<file path="config.mk">
export PLATFORM = sky130hd
export DESIGN_NAME = barrett_reduce_pipe
export DESIGN_NICKNAME = d
export VERILOG_FILES = /design/src/rtl/barrett_reduce_pipe.sv
export SDC_FILE = /design/constraint.sdc
export NUM_CORES = 1
export LEC_CHECK = 0
export CELL_PAD_IN_SITES_DETAIL_PLACEMENT = 0
export CELL_PAD_IN_SITES_GLOBAL_PLACEMENT = 1
export CORE_MARGIN = 8
export CORE_UTILIZATION = 50
export CTS_BUF_LIST = sky130_fd_sc_hd__clkbuf_4
export DETAILED_ROUTE_END_ITERATION = 6
export GPL_TIMING_DRIVEN = 0
export PLACE_DENSITY_LB_ADDON = 0.05
export SLEW_MARGIN = 20
export SYNTH_ARGS = -nofsm -noshare
export SYNTH_HDL_FRONTEND = slang
export SYNTH_SLANG_ARGS = --single-unit
</file>
<file path="constraint.sdc">
create_clock -name clk -period 8.05 [get_ports clk]
set_input_delay 1.61 -clock clk [delete_from_list [all_inputs] [get_ports clk]]
set_output_delay 1.61 -clock clk [all_outputs]
set_load 0.02 [all_outputs]
</file>
<file path="src/rtl/barrett_reduce_pipe.sv">
// rtl/barrett_reduce_pipe.sv - three-stage pipelined Barrett reducer (din mod Q) with valid/ready and sideband tag
module barrett_reduce_pipe #(
    parameter int Q     = 277,
    parameter int QW    = $clog2(Q),
    parameter int K     = QW,
    parameter int DIN_W = 2 * QW,
    parameter int TAG_W = 4
) (
    input  logic             clk,
    input  logic             rst_n,
    input  logic             in_valid,
    output logic             in_ready,
    input  logic [DIN_W-1:0] din,
    input  logic [TAG_W-1:0] in_tag,
    output logic             out_valid,
    input  logic             out_ready,
    output logic [QW-1:0]    dout,
    output logic [TAG_W-1:0] out_tag
);

    // Barrett constant floor(2^(2K)/Q); Q >= 2^(QW-1) bounds it below 2^(2K-QW+1)
    localparam longint unsigned MU_L = (64'd1 << (2 * K)) / 64'(Q);
    localparam int MU_W = 2 * K - QW + 1;
    localparam logic [MU_W-1:0] MU = MU_W'(MU_L);

    // Quotient-estimate widths: q = din >> K, p = q * MU, t = p >> K
    localparam int QQ_W = DIN_W - K;
    localparam int P_W  = QQ_W + MU_W;
    localparam int T_W  = P_W - K;

    // Multiples of Q at full remainder width (compares) and residue width (subtraction)
    localparam logic [DIN_W:0]  Q1_X = (DIN_W + 1)'(Q);
    localparam logic [DIN_W:0]  Q2_X = (DIN_W + 1)'(2 * Q);
    localparam logic [DIN_W:0]  Q3_X = (DIN_W + 1)'(3 * Q);
    localparam logic [QW-1:0]   Q1_L = QW'(Q);
    localparam logic [QW-1:0]   Q2_L = QW'(2 * Q);
    localparam logic [QW-1:0]   Q3_L = QW'(3 * Q);

    // Stage registers
    logic             r_s1_valid;
    logic [P_W-1:0]   r_s1_p;
    logic [DIN_W-1:0] r_s1_din;
    logic [TAG_W-1:0] r_s1_tag;

    logic             r_s2_valid;
    logic [DIN_W:0]   r_s2_r;
    logic [TAG_W-1:0] r_s2_tag;

    logic             r_s3_valid;
    logic [QW-1:0]    r_s3_dout;
    logic [TAG_W-1:0] r_s3_tag;

    // Combinational datapath
    logic             w_advance;
    logic [QQ_W-1:0]  w_q;
    logic [P_W-1:0]   w_p;
    logic [T_W-1:0]   w_t;
    logic [DIN_W:0]   w_tq;
    logic [DIN_W:0]   w_r;
    logic             w_ge1;
    logic             w_ge2;
    logic             w_ge3;
    logic [QW-1:0]    w_sub;
    logic [QW-1:0]    w_red;
    logic             w_unused_p_lo;

    // Whole pipeline moves as one: only a held, unaccepted output word stalls it
    assign w_advance = out_ready | ~r_s3_valid;
    assign in_ready  = rst_n & w_advance;

    assign w_q = din[DIN_W-1:K];
    assign w_p = P_W'(w_q) * P_W'(MU);

    // The low K bits of p are discarded by the shift
    assign w_t           = r_s1_p[P_W-1:K];
    assign w_unused_p_lo = ^r_s1_p[K-1:0];
    assign w_tq          = (DIN_W + 1)'(w_t) * Q1_X;
    assign w_r           = {1'b0, r_s1_din} - w_tq;

    // The final residue is below Q < 2^QW, so the subtraction only needs the low QW bits
    assign w_ge1 = (r_s2_r >= Q1_X);
    assign w_ge2 = (r_s2_r >= Q2_X);
    assign w_ge3 = (r_s2_r >= Q3_X);
    assign w_sub = w_ge3 ? Q3_L : (w_ge2 ? Q2_L : (w_ge1 ? Q1_L : '0));
    assign w_red = r_s2_r[QW-1:0] - w_sub;

    assign out_valid = r_s3_valid;
    assign dout      = r_s3_dout;
    assign out_tag   = r_s3_tag;

    // Stage 1: quotient estimate product, carry din and tag
    always_ff @(posedge clk) begin
        if (!rst_n) begin
            r_s1_valid <= 1'b0;
            r_s1_p     <= '0;
            r_s1_din   <= '0;
            r_s1_tag   <= '0;
        end else if (w_advance) begin
            r_s1_valid <= in_valid;
            if (in_valid) begin
                r_s1_p   <= w_p;
                r_s1_din <= din;
                r_s1_tag <= in_tag;
            end
        end
    end

    // Stage 2: partial remainder din - t*Q, known to lie in [0, 4Q)
    always_ff @(posedge clk) begin
        if (!rst_n) begin
            r_s2_valid <= 1'b0;
            r_s2_r     <= '0;
            r_s2_tag   <= '0;
        end else if (w_advance) begin
            r_s2_valid <= r_s1_valid;
            if (r_s1_valid) begin
                r_s2_r   <= w_r;
                r_s2_tag <= r_s1_tag;
            end
        end
    end

    // Stage 3: final correction; data only updates on a valid word so dout stays 0 until the first result
    always_ff @(posedge clk) begin
        if (!rst_n) begin
            r_s3_valid <= 1'b0;
            r_s3_dout  <= '0;
            r_s3_tag   <= '0;
        end else if (w_advance) begin
            r_s3_valid <= r_s2_valid;
            if (r_s2_valid) begin
                r_s3_dout <= w_red;
                r_s3_tag  <= r_s2_tag;
            end
        end
    end

endmodule

</file>
---- Word level (Yosys, flattened, before mapping) ----
Index checks and enable logic that the tools add are counted.
operators by class
  add/subtract/negate cells ............... 2
  multiply operators ...................... 2
  div/mod/pow operators ................... 0
  $lt $le $gt $ge ......................... 3
  equal/unequal tests ..................... 0
  shift operators ......................... 0
  mux-type cells .......................... 3
  bitwise gates (word level) .............. 3
  reductions and logical operators ........ 3
operators with widths
  cell                     number
  $ge A19 B10 Y1 const B   2
  $mux W9                  3
  $ge A19 B9 Y1 const B    1
  $mul A10 B9 Y19 const B  1
  $sub A18 B19 Y19         1
  $mul A9 B9 Y18 const B   1
  $sub A9 B9 Y9            1
  $reduce_and A2 Y1        3
  $and A1 B1 Y1            1
  $not A1 Y1               1
  $or A1 B1 Y1             1
storage, ports and cells
  register bits after elaboration ......... 79
  bits in latches ......................... 0
  RAM bits ................................ 0
  memory bits (read-only) ................. 0
  input bits .............................. 26
  output and inout port bits .............. 15
  word-level logic and storage cells ...... 26
  memories ................................ 0

---- Longest topological paths before layout ----
Gate-level depths: netlist of the first run.
  depth after elaboration ................. 5
  mapped depth ............................ 15
  gate-level depth less buffers ........... 15

---- Worst setup path after synthesis of the first run ----
Ideal clock, no wire load.
  kind .................................... in2reg
  start point ............................. input port din[12]
  end point ............................... register r_s1_p[16]
  library setup time ...................... 0.058 ns
  data arrival time ....................... 5.291 ns
  data required time ...................... 7.992 ns
  slack ................................... 2.701 ns
  cell stages on the path ................. 15
  path buffers ............................ 0
  path through ............................ inv_1 fa_1 fa_1 inv_1 fa_1 inv_1 fa_1 inv_1 ha_1 a21oi_1 o21ai_1 o21bai_1 a41o_1 a221oi_1 a31o_2
between the ends
  longest elaborated chain between the ends .. 1
ends and longest elaborated chain
  item                  line  text
  from (decl)           13    input logic [DIN_W-1:0] din,
  $mul A9 B9 Y18        72    assign w_p = P_W'(w_q) * P_W'(MU);
  to (signal assigned)  101   r_s1_p <= w_p;
  to (decl)             41    logic [P_W-1:0] r_s1_p;
No other way between the ends.
A chain may end at the register's enable or synchronous reset.

---- Worst setup path after layout of the first run ----
Ends and elaborated chain as after synthesis.

==> key figures, run 1 <==
Outcome
  – Run status: finished clean

Finish
  – Count of fill cells added during filler insertion: ~1300
  – Net count of the finished layout: 1016
  – Synth-to-layout area growth: 11.5%
  – Share of post-route cells with drive strength above 1: 0.0345

Clocking
  – CTS resizes: 0
  – CTS H-Tree Depth: 3
  – Total clock buffers created by CTS: 9
  – Maximum clock insertion buffer count: 2
  – Clock tree root buffer cell: sky130_fd_sc_hd__clkbuf_4
  – CTS tree: yes
  – Register clock-pin slew on the reported worst setup and hold paths: 0.13 ns
  – Hold-fix buffers at CTS: 0
  – Buffers inserted by post-CTS timing repair: 0
  – Clock sinks: 71
  – Clock latency on the worst-skew pair: 0.47 ns

GRT
  – Pin count of the biggest net entering global routing: 14
  – GRT met2 Usage: 0.360
  – GRT busiest layer: met2
  – Global route total overflow: 0
  – Global-route usage over all layers: 0.204
  – Vias in the first global route: 5657
  – Antenna violations before repair: 1
  – Met3 track demand over resource in global routing: 0.0308
  – Wire length of the first global-routing pass: approximately 27000 um
  – Global routing met1 resource utilization: 0.247

Timing
  – Slew HR: 0.498
  – RSZ-0062 raised after global routing: false
  – Number of setup violations in the final report: 0
  – Achievable Freq: 168 MHz
  – Period minus WS final: 5.96 ns
  – Ratio of final minimum period to clock period: 0.740
  – Final worst clock skew: about 0.03 ns
  – Transition time at the pin with the least slew margin: 0.753 ns
  – Max Slew Vio Count: 0
  – Fin. Hold Viols: 0
  – Setup Total Neg Slack: 0 ns

Routing
  – Wirelength per Cell: roughly 16 um
  – DRT Wirelength: 16000 um
  – Drt initial violations: 306
  – Detail Route Antenna Nets: 0
  – Total number of vias: 5483
  – Drt pass-1 iters: 5
  – Via density per instance: 5.39
  – # DRC: 0

Critical path
  – Critical-path top delay cell: sky130_fd_sc_hd__clkdlybuf4s50_1
  – Data arrival, critical path: roughly 6.4 ns
  – Required time of the critical path: 8.45 ns
  – Worst setup path class: in2reg
  – Delay of the slowest cell on the worst path: 0.63 ns
  – Startpoint type of the worst setup path: input port
  – Element type at the critical path end: flip-flop
  – Cells traversed along the worst timing path: clkdlybuf4s50_1, inv_1, fa_1, fa_1, inv_1, fa_1, inv_1, fa_1, inv_1, ha_1, a21oi_1, o21ai_1, o21bai_1, a41o_1, a221oi_1, a31o_2
  – Crit-path max FO: 5

Logic synthesis
  – Netlist Area Pre-Place: around 0.0066 mm2
  – Mean instance size in the synthesized netlist: 8.39 um2
  – Post-Synthesis Cells: 785
  – Syn nets: 966
  – Number of distinct library cells after synthesis: 60
  – EDFF count, synth: 0
  – Proportion of synthesized chip area in sequential cells: 0.216
  – Cell types occupying the most area after synthesis: sky130_fd_sc_hd__dfxtp_1 (22%), sky130_fd_sc_hd__ha_1 (21%), sky130_fd_sc_hd__fa_1 (14%)
  – Leading area contributor after synthesis: sky130_fd_sc_hd__dfxtp_1
  – Most frequently used cell type in the post-synthesis netlist: sky130_fd_sc_hd__inv_1
  – FF+latch count, synth: 71
  – Yosys top cell area share: 0.216
  – Leading cell types by count after synthesis: sky130_fd_sc_hd__inv_1 (118), sky130_fd_sc_hd__ha_1 (109), sky130_fd_sc_hd__nand2_1 (104)
  – Top_reg_cell synth: sky130_fd_sc_hd__dfxtp_1
  – FFs w/ async S/R, synth: 0
  – Synth warn: 0

Die
  – Die width: about 130 um
  – Die height: 131 um
  – Initial Util: 0.505
  – Die Outline Area: around 0.017 mm2
  – Count of boundary I/O pins: just over 40
  – Std-Cell Rows: 42
  – Area of the core: 0.0130 mm2

Hold path
  – Tightest Hold Check Type: reg2reg

Place
  – Number of buffer cells added on primary ports: 39
  – Routability congestion estimate: slightly below 0.9
  – Post-DP HPWL: ~14000 um

Run
  – Count of maximum capacitance violations: 0
-- final timing paths --
path | startpoint | to | slack [ns] | depth (start not counted)
max reg2reg | r_s1_p[16] | r_s2_r[18] | 3.55 | 15
max | din[12] | r_s1_p[16] | 2.09 | 16
min reg2reg | r_s1_tag[3] | r_s2_tag[3] | 0.47 | 2
min | r_s1_tag[3] | r_s2_tag[3] | 0.47 | 2
-- layout by cell type (no fill, tap or decap), drive strengths merged, types with 31 or more instances in the layout --
cell type,synthesis,layout
nand2,104,104
ha,109,109
dfxtp,71,71
nor2,35,35
a21oi,67,67
nand3,33,33
clkdlybuf4s50,0,39
fa,46,46
o21ai,31,31
inv,118,119
clkbuf,23,33
-- state kept, by name, indices dropped and copies added (netlist names) --
register,count
r_s2_r,19
r_s1_din,18
r_s1_p,10
dout,9
out_tag,4
r_s1_tag,4
r_s2_tag,4
out_valid,1
r_s1_valid,1
r_s2_valid,1
-- area by class of cell --
type / count / area [um2] / share of cell area
multi-input cells: 569 / 4620 / 0.629
flip-flops and latches: 71 / 1420 / 0.194
inverters: 119 / 447 / 0.0609
repair buffers: 39 / 390 / 0.0532
well taps: 176 / 220 / 0.0300
plain buffers: 26 / 98.8 / 0.0135
clock buffers: 10 / 75.1 / 0.0102
clock inverters: 6 / 68.8 / 0.00938
diodes: 1 / 2.50 / 0.000341
-- layer usage --
| layer | routed length (um) | up-vias | part of all wire |
|---|---|---|---|
| met5 | 0 | - | 0 |
| met4 | 305 | 0 | 0.019 |
| met3 | 465 | 27 | 0.029 |
| met2 | 7850 | 94 | 0.49 |
| met1 | 7390 | 2596 | 0.46 |
| li1 | - | 2766 | - |
-- worst max-delay path: cells and delay by family --
family,cells,cell delay (ns)
buffers and inverters,5,0.95
AOI/OAI and AO/OA,6,1.41
adders and majority gates,5,2.38
-- stage by stage --
stage               setup slack, ns  hold slack (ns)  utilization  area [um2]  instances
floorplan                      2.70            0.432            -        6580        785
global placement               1.70            0.439        0.552        7190       1000
detailed placement             1.67            0.449        0.552        7190       1000
CTS                            2.15            0.465        0.563        7340       1016
global route                   1.95            0.481        0.563        7340       1017
finish                         2.09            0.465        0.563        7340       1017
-- logic make-up after synthesis --
| family | after synthesis | share of synthesized area |
|---|---|---|
| simple gates | 232 | 0.164 |
| xor+xnor | 21 | 0.0300 |
| compound gates | 157 | 0.153 |
| buf+inv | 145 | 0.0829 |
| flops | 71 | 0.216 |
| mux | 4 | 0.00627 |
| fa+ha+maj | 155 | 0.347 |
Power of run 1 is not shown: default switching activity piles up to over one toggle a cycle in this logic, so the estimate is an artifact.
==> run 2, diff against run 1 <==
--- a/config.mk
+++ b/config.mk
@@ -8,7 +8,7 @@
 export CELL_PAD_IN_SITES_DETAIL_PLACEMENT = 0
 export CELL_PAD_IN_SITES_GLOBAL_PLACEMENT = 1
 export CORE_MARGIN = 8
-export CORE_UTILIZATION = 50
+export CORE_UTILIZATION = 48
 export CTS_BUF_LIST = sky130_fd_sc_hd__clkbuf_4
 export DETAILED_ROUTE_END_ITERATION = 6
 export GPL_TIMING_DRIVEN = 0
==> constraint.sdc (replaced) <==
create_clock -name clk -period 5.5 [get_ports clk]
set_input_delay 1.1 -clock clk [delete_from_list [all_inputs] [get_ports clk]]
set_output_delay 1.1 -clock clk [all_outputs]
set_load 0.02 [all_outputs]
==> run 2 against run 1 <==
Register-to-register slack got worse by 2.5 ns. Clock skew fell by 0.012 ns. Worst hold slack lost 0.0037 ns. Sequential share of layout area is 0.063 points lower. Worst setup slack got worse by 1.8 ns. Die area increased by 3.7%. Non-clock buffer count unchanged. Critical path depth shrank 2. Count of clock-buffer cells in the layout is 1 lower. Via count down 0.97%. Design area rose by 0.32%. Global-route usage shrank 2.0 points. Critical path type unchanged. Critical endpoint unchanged.
==> key figures, run 2 (synthesis results as in run 1) <==
Run
  – Count of maximum capacitance violations: 0 (unchanged)

GRT
  – Antenna violations before repair: 1 (unchanged)
  – Pin count of the biggest net entering global routing: 13 (was 14)
  – Vias in the first global route: 5490 (was 5657)
  – Wire length of the first global-routing pass: 26700 um (was 27400 um)
  – Global route total overflow: 0 (unchanged)
  – Global-route usage over all layers: 0.184 (was 0.204)

Clocking
  – Buffers inserted by post-CTS timing repair: 0 (unchanged)
  – CTS H-Tree Depth: 3 (unchanged)
  – CTS tree: yes (unchanged)
  – CTS resizes: 0 (unchanged)
  – Clock tree root buffer cell: sky130_fd_sc_hd__clkbuf_4 (unchanged)
  – Maximum clock insertion buffer count: 2 (unchanged)
  – Hold-fix buffers at CTS: 0 (unchanged)
  – Clock sinks: 71 (unchanged)
  – Register clock-pin slew on the reported worst setup and hold paths: 0.12 ns (was 0.13 ns)
  – Total clock buffers created by CTS: 9 (unchanged)
  – Clock latency on the worst-skew pair: 0.44 ns (was 0.47 ns)

Critical path
  – Number of buffer and inverter instances along the worst setup path: 3 (was 5)
  – Most frequent cell on the critical path: sky130_fd_sc_hd__fa_1
  – Delay of the slowest cell on the worst path: 0.73 ns (was 0.63 ns)
  – Data arrival, critical path: 5.58 ns (was 6.36 ns)
  – Crit-path max FO: 7 (was 5)
  – Startpoint type of the worst setup path: input port (unchanged)
  – Top Family by Delay on Critical Path: adder cells (unchanged)
  – Critical-path top delay cell: sky130_fd_sc_hd__clkdlybuf4s50_1 (unchanged)
  – Required time of the critical path: 5.88 ns (was 8.45 ns)
  – Worst setup path class: in2reg (unchanged)
  – Element type at the critical path end: flip-flop (unchanged)
  – Cells traversed along the worst timing path: clkdlybuf4s50_1, inv_1, fa_1, inv_1, fa_1, fa_1, ha_1, ha_1, a21oi_1, o21ai_1, o21bai_1, a41o_1, a221oi_2, a31o_2 (was clkdlybuf4s50_1, inv_1, fa_1, fa_1, inv_1, fa_1, inv_1, fa_1, inv_1, ha_1, a21oi_1, o21ai_1, o21bai_1, a41o_1, a221oi_1, a31o_2)

Die
  – Die width: 133 um (was 131 um)
  – Std-Cell Rows: 42 (unchanged)
  – Die height: 133 um (was 131 um)
  – Count of boundary I/O pins: 41 (unchanged)
  – Initial Util: 0.495 (was 0.505)
  – Die Outline Area: 0.0177 mm2 (was 0.0171 mm2)
  – Area of the core: 0.0133 mm2 (was 0.0130 mm2)

Place
  – Placed instance area: 0.00719 mm2 (unchanged)
  – Post-DP HPWL: 13200 um (was 13600 um)
  – Number of buffer cells added on primary ports: 39 (unchanged)
  – Routability congestion estimate: 0.831 (was 0.888)

Timing
  – Max Slew Vio Count: 0 (unchanged)
  – Achievable Freq: about 190 MHz
  – RSZ-0062 raised after global routing: false (unchanged)
  – Post-Route Hold Slack: 0.461 ns (was 0.465 ns)
  – Fin. Hold Viols: 0 (unchanged)
  – Period minus WS final: around 5.2 ns
  – Transition time at the pin with the least slew margin: 0.740 ns (was 0.753 ns)
  – Final worst clock skew: 0.0178 ns (was 0.0299 ns)
  – Slew HR: 0.507 (was 0.498)
  – Ratio of final minimum period to clock period: 0.946
  – Number of setup violations in the final report: 0 (unchanged)

Routing
  – Total number of vias: 5430 (was 5483)
  – Drt initial violations: 208 (was 306)
  – Drt pass-1 iters: 5 (unchanged)
  – Detail Route Antenna Nets: 0 (unchanged)
  – Via density per instance: 5.34 (was 5.39)
  – DRT Wirelength: 16000 um (about the same)
  – Wirelength per Cell: 15.8 um (was 15.7 um)
  – # DRC: 0 (unchanged)

Outcome
  – Run status: finished clean (unchanged)

Finish
  – Commonest cells after routing, fill and taps aside: sky130_fd_sc_hd__inv_1 (118), sky130_fd_sc_hd__ha_1 (109), sky130_fd_sc_hd__nand2_1 (104) (unchanged)
  – Top reg by flops: r_s2_r (unchanged)
  – Synth-to-layout area growth: 11.9% (was 11.5%)
  – Net count of the finished layout: 1016 (unchanged)
  – Count of fill cells added during filler insertion: 1296 (was 1274)
  – Top flop regs: r_s2_r (19), r_s1_din (18), r_s1_p (10) (unchanged)
  – Share of post-route cells with drive strength above 1: 0.0346 (was 0.0345)
  – Max reg flops: 19 (unchanged)
  – Most common library cell in the layout ignoring fill and taps: sky130_fd_sc_hd__inv_1 (unchanged)
  – Post-route design area: 0.00736 mm2 (was 0.00734 mm2)

Hold path
  – Tightest Hold Check Type: reg2reg (unchanged)
==> run 2: metrics by stage <==
step | utilization | std cells | setup slack, ns | TNS [ns]
floorplan | - | 785 | 0.661 | 0
global placement | 0.541 | 1000 | -0.359 | -0.940
detailed placement | 0.541 | 1000 | -0.408 | -1.10
CTS | 0.553 | 1015 | 0.0599 | 0
global route | 0.554 | 1016 | 0.0819 | 0
finish | 0.554 | 1016 | 0.295 | 0
==> run 2: worst register-to-register path: stages (launching register included) <==
cell and delay (ns):
sky130_fd_sc_hd__dfxtp_1 0.46, sky130_fd_sc_hd__ha_1 0.28, sky130_fd_sc_hd__ha_1 0.30, sky130_fd_sc_hd__ha_1 0.28, sky130_fd_sc_hd__inv_1 0.05, sky130_fd_sc_hd__fa_1 0.53
sky130_fd_sc_hd__inv_1 0.05, sky130_fd_sc_hd__fa_1 0.50, sky130_fd_sc_hd__inv_1 0.04, sky130_fd_sc_hd__ha_1 0.36, sky130_fd_sc_hd__a2111oi_4 0.40, sky130_fd_sc_hd__o21ai_2 0.16
sky130_fd_sc_hd__a32oi_4 0.31, sky130_fd_sc_hd__nor3_2 0.09, sky130_fd_sc_hd__or3_1 0.36, sky130_fd_sc_hd__a311oi_1 0.25
==> run 2: routing by layer <==
layer	wire (um)	global-route usage
met5	0	0
met4	310	0.0586
met3	611	0.0244
met2	8160	0.340
met1	6950	0.215
==> run 2: path summary, 6_finish.rpt <==
| kind | from | end | slack, ns | cells past startpoint |
|---|---|---|---|---|
| worst min-delay path | r_s1_tag[1] | r_s2_tag[1] | 0.46 | 2 |
| worst max register to register | r_s1_p[16] | r_s2_r[18] | 1.02 | 15 |
| worst max-delay path | din[14] | r_s1_p[16] | 0.30 | 14 |
| worst min register to register | r_s1_tag[1] | r_s2_tag[1] | 0.46 | 2 |
==> run 2: area by class of cell <==
class,instances,area (um2),area share
multi-input cells,569,4620,0.628
flip-flops and latches,71,1420,0.193
inverters,119,447,0.0607
repair buffers,39,398,0.0540
well taps,176,220,0.0299
plain buffers,26,98.8,0.0134
clock inverters,6,86.3,0.0117
clock buffers,9,67.6,0.00918
diodes,1,2.50,0.000340
Power of run 2 is left out for the same reason.
